## src/rtl/sif_xa2wa_bridge.sv

```systemverilog
`default_nettype none
// +---------------------------------------------------------------------------+
// | sif_xa2wa_bridge : XA write FIFO to WA valid/ready sink, checksum on read |
// | Revision 1.0                                                              |
// +---------------------------------------------------------------------------+
module sif_xa2wa_bridge #(
  parameter int DEPTH     = 4,
  parameter int DW        = 16,
  parameter bit CLR_ON_RD = 1'b0
) (
  input  logic          clk,
  input  logic          rst,
  input  logic          xa_wr_s,
  input  logic          xa_rd_s,
  input  logic [DW-1:0] xa_data_in,
  output logic [DW-1:0] xa_data_out,
  output logic          xa_rd_valid,
  output logic          xa_full,
  output logic          wa_valid,
  output logic [DW-1:0] wa_data,
  input  logic          wa_ready,
  output logic          err_ovf,
  output logic          err_ill
);

  localparam int          AW       = (DEPTH > 1) ? $clog2(DEPTH) : 1;
  localparam logic [AW:0] FULL_CNT = (AW+1)'(DEPTH);

  logic [DW-1:0] mem_q [DEPTH];
  logic [AW-1:0] wr_ptr_q, wr_ptr_d;
  logic [AW-1:0] rd_ptr_q, rd_ptr_d;
  logic [AW:0]   count_q, count_d;
  logic          full_q, full_d;
  logic [DW-1:0] csum_q, csum_d;
  logic [DW-1:0] rd_data_q, rd_data_d;
  logic          rd_valid_q;
  logic          ovf_q, ovf_d;
  logic          ill_q, ill_d;

  logic w_wr, w_rd, w_ill, w_push, w_pop;

  assign w_wr   = xa_wr_s & ~xa_rd_s;
  assign w_rd   = xa_rd_s & ~xa_wr_s;
  assign w_ill  = xa_wr_s & xa_rd_s;
  // Acceptance uses the registered full flag, so a same-cycle pop never frees room for a write.
  assign w_push = w_wr & ~full_q;
  assign w_pop  = wa_valid & wa_ready;

  assign wa_valid    = (count_q != '0);
  assign wa_data     = wa_valid ? mem_q[rd_ptr_q] : '0;
  assign xa_full     = full_q;
  assign xa_data_out = rd_data_q;
  assign xa_rd_valid = rd_valid_q;
  assign err_ovf     = ovf_q;
  assign err_ill     = ill_q;

  always_comb begin
    wr_ptr_d  = wr_ptr_q;
    rd_ptr_d  = rd_ptr_q;
    count_d   = count_q;
    csum_d    = csum_q;
    rd_data_d = rd_data_q;
    ovf_d     = ovf_q | (w_wr & full_q);
    ill_d     = ill_q | w_ill;

    if (w_push) wr_ptr_d = wr_ptr_q + 1'b1;
    if (w_pop)  rd_ptr_d = rd_ptr_q + 1'b1;

    case ({w_push, w_pop})
      2'b10:   count_d = count_q + 1'b1;
      2'b01:   count_d = count_q - 1'b1;
      default: count_d = count_q;
    endcase
    full_d = (count_d == FULL_CNT);

    if (w_rd) rd_data_d = csum_q;

    // A clearing read still keeps the word popped in the same cycle.
    if (w_pop) begin
      if (CLR_ON_RD && w_rd) csum_d = wa_data;
      else                   csum_d = csum_q + wa_data;
    end else if (CLR_ON_RD && w_rd) begin
      csum_d = '0;
    end
  end

  always_ff @(posedge clk) begin
    if (rst) begin
      wr_ptr_q   <= '0;
      rd_ptr_q   <= '0;
      count_q    <= '0;
      full_q     <= 1'b0;
      csum_q     <= '0;
      rd_data_q  <= '0;
      rd_valid_q <= 1'b0;
      ovf_q      <= 1'b0;
      ill_q      <= 1'b0;
    end else begin
      wr_ptr_q   <= wr_ptr_d;
      rd_ptr_q   <= rd_ptr_d;
      count_q    <= count_d;
      full_q     <= full_d;
      csum_q     <= csum_d;
      rd_data_q  <= rd_data_d;
      rd_valid_q <= w_rd;
      ovf_q      <= ovf_d;
      ill_q      <= ill_d;
    end
  end

  always_ff @(posedge clk) begin
    if (w_push) mem_q[wr_ptr_q] <= xa_data_in;
  end

endmodule
`default_nettype wire

```

## config.mk

```make
export PLATFORM = sky130hd
export DESIGN_NAME = sif_xa2wa_bridge
export DESIGN_NICKNAME = d
export VERILOG_FILES = /design/src/rtl/sif_xa2wa_bridge.sv
export SDC_FILE = /design/constraint.sdc
export NUM_CORES = 1
export LEC_CHECK = 0
export ABC_AREA = 0
export CAP_MARGIN = 20
export CORE_MARGIN = 10
export CORE_UTILIZATION = 50
export CTS_CLUSTER_DIAMETER = 50
export DETAILED_ROUTE_END_ITERATION = 8
export PLACE_DENSITY_LB_ADDON = 0.15
export SYNTH_ARGS = -nofsm -noshare
export SYNTH_HDL_FRONTEND = slang
export SYNTH_SLANG_ARGS = --single-unit
```

## constraint.sdc

```tcl
create_clock -name clk -period 3.25 [get_ports clk]
set_input_delay 0.65 -clock clk [delete_from_list [all_inputs] [get_ports clk]]
set_output_delay 0.65 -clock clk [all_outputs]
set_load 0.01 [all_outputs]
```

==> impl_metrics.csv <==
group,metric,value,unit
final_layout,area_growth,20.89,%
power_and_ir_drop,power.density,703.9,nW/um^2
cts,post_cts_buffers,0,
route,wl_per_cell,16.63,um
outcome,outcome,"finished clean",
global_route,grt_pass1_vias,3248,
global_route,grt_usage,14.50,%
final_layout,fin_area,5837,um^2
die,ioPinCount,58,
timing,max_freq,326.7,MHz
synthesis,synthSimpleGateAreaFrac,13.40,%
die,die_y,118.3,um
cts,ctsHoldBuffers,0,
synthesis,synthFlopType,"edfxtp_1",
setup_path,crit_arrival,3340,ps
final_layout,multiInputGateArea,1888,um^2
synthesis,syn_nets,443,
synthesis,synth_compound_area_share,9.147,%
route,ant_nets,0,
synthesis,synthXorXnorAreaFrac,2.358,%
cts,clk_latency,370,ps
synthesis,synthTopCellsByCount,"64 x edfxtp_1, 55 x nand2_1, 45 x dfxtp_1, 40 x a21oi_1, 23 x nor2_1",
timing,drv_slew,0,
final_layout,antennaDiodeCount,0,
timing,tightest_slew,569.8,ps
final_layout,instances_no_fill,602,
cts,cts_tree,"built",
synthesis,synth_mux_area_share,8.033,%
die,start_util,51.76,%
route,vias_per_cell,5.297,
setup_path,end_kind,"flip-flop",
placed_design,dp.final_hpwl,7328,um
synthesis,synthArstFlopShare,0,%
route,dr.pass1.iters,5,
placed_design,dp_cells,586,
job,maxCapViolCount,0,
synthesis,ys_ff_latch,109,
die,fp-row-count,35,
route,vias,3189,
die,coreArea,9328,um^2
setup_path,critPathRequiredTime,3530,ps
final_layout,fin_nets,511,
global_route,grt_max_degree,24,
synthesis,syn_area,4828,um^2
timing,slew_headroom,62.01,%
synthesis,synthTopCellsByArea,"edfxtp_1 40%, dfxtp_1 19%, ha_1 5.2%, mux4_2 4.7%, nand2_1 4.3%",
synthesis,synth.top_cell.area_share,39.80,%
synthesis,synth_top_family_by_area,"simple AND/OR/NAND/NOR gates",
synthesis,yosys.cell_types.count,51,
synthesis,yosys_warnings,0,
timing,period_minus_slack,3061,ps
timing,period_share,94.18,%
synthesis,yosys.area.top_type,"edfxtp_1",
synthesis,syn_avg_cell_area,12.07,um^2
timing,hold_viol_final,0,
synthesis,synthAdderAreaFrac,6.012,%
setup_path,cp_cell_sequence,"buf_12 > mux4_2 > and2_1 > ha_1 > inv_1 > fa_1 > and2b_1 > o211ai_1 > a21boi_2 > o221ai_1 > o21ai_0 > o41ai_1",
timing,grt_setup_unrepaired,"true",
final_layout,n_fill_cell,756,
die,die_area,13990,um^2
synthesis,synth_seq_area_share,58.46,%
min_path,hold_class,"flip-flop to flip-flop",
cts,htree_levels,3,
power_and_ir_drop,p_leak,2.077,nW
global_route,grt_overflow,0,
cts,clock_sinks,109,
global_route,antenna_found_initial,0,
setup_path,crit_slowest_cell,"mux4_2",
timing,fin_worst_skew,12.84,ps
die,die_x,118.3,um
cts,clk_pin_slew,110,ps
placed_design,gp_congestion,0.8340,
setup_path,path_max_fanout,17,
synthesis,yosysMostFrequentCell,"edfxtp_1",
final_layout,seq_area,2824,um^2
placed_design,port_buffers,57,
route,drtIter0Drc,196,
cts,clock-root-buffer,"clkbuf_8",
route,routed_wl,10010,um
cts,numCtsBuffers,9,
global_route,grt_pass1_wl,16650,um
setup_path,cpPeakStageDelay,500,ps
timing,finalSetupViolCount,0,
power_and_ir_drop,ir_drop,0.3099,mV
synthesis,syn_inst,400,
route,drc_errors,0,
cts,cts_resized,0,
setup_path,startpoint_type,"flip-flop",
setup_path,worstSetupPathType,"flip-flop to flip-flop",
placed_design,placed_area,5624,um^2
cts,clock_path_buffers,2,
synthesis,synth-edff-count,64,
final_layout,drive_gt1_share,11.21,%
[placed cells by master, fill, tap and decap left out, types with 3 or more instances in the layout]
cell type        count
ha_1                17
o21ai_0              7
inv_6                3
edfxtp_1            64
inv_1               11
dfxtp_1             44
ha_2                 3
nand2_1             55
mux4_1               5
xnor2_1              7
a21oi_1             40
xor2_1               6
clkdlybuf4s50_1     57
a21o_1               6
nand2b_1             4
nand3_1              8
and2_1              20
clkbuf_8             9
buf_4               16
nor2_1              23
o211ai_1             3
mux4_2              10
nand3b_1             3
nor3_1               7
a211oi_1             3
[routing by layer]
layer | up-vias | part of all wire [%] | global-route usage (%)
li1 | 1589 | - | -
met1 | 1510 | 43 | 17.26
met2 | 82 | 50 | 25.03
met3 | 8 | 6.0 | 4.093
met4 | 0 | 1.0 | 4.019
met5 | - | 0 | 0
[critical path, delay by kind of cell, from the launching register on]
kind	cells	cell delay [ps]
AO/OA/AOI/OAI	5	1080
adder cells (fa/ha/maj)	2	370
buffers and inverters	2	250
flip-flops	1	370
multiplexers	1	500
AND/OR/NAND/NOR	2	390
[cells by family after synthesis]
kind of cell / after synthesis
AO/OA/AOI/OAI: 73
XOR/XNOR: 13
adder cells (fa/ha/maj): 22
buffers and inverters: 30
flip-flops: 109
multiplexers: 18
AND/OR/NAND/NOR: 135
[final cells by class]
class	count	share of cell area (%)
inverter	13	0.8360
clock inverter	6	1.308
sequential	109	48.38
multi-input combinational	261	32.35
timing repair buffer	74	12.18
clock buffer	10	2.186
tap	129	2.765
[stage by stage]
step	hold slack (ps)	total power, mW	util [%]	setup slack [ps]	TNS (ps)
after detailed placement	445.9	3.286	60.30	127.3	0
after floorplan	445.3	2.665	-	144.8	0
after global placement	442.4	3.264	60.30	274.2	0
after CTS	460.4	4.139	62.48	93.03	0
after global routing	479.3	4.365	62.58	-19.03	-19.03
final	458.0	4.109	62.58	189.2	0
[worst paths after layout]
path	slack, ps	end	cells after the start	from
setup / recovery	190	csum_q[12]	12	flip-flop
hold reg to reg	460	xa_data_out[3]	2	xa_data_out[3]
setup reg to reg	190	csum_q[12]	12	flip-flop
hold / removal	460	xa_data_out[3]	2	xa_data_out[3]
[report_power, final]
part           leakage [nW]  internal [mW]  switching [mW]  total (mW)
registers             0.946           1.57          0.0795        1.65
logic                  1.03          0.767           0.835        1.60
clock network         0.104          0.372           0.482       0.854
[state kept, by name, summed over array words and instances (netlist names), named ones only]
name / cells
mem_q: 64
csum_q: 16
xa_data_out: 16
count_q: 3
rd_ptr_q: 2
wr_ptr_q: 2
err_ill: 1
err_ovf: 1
xa_full: 1
xa_rd_valid: 1
Note: power is estimated with default switching activity, not from simulation.
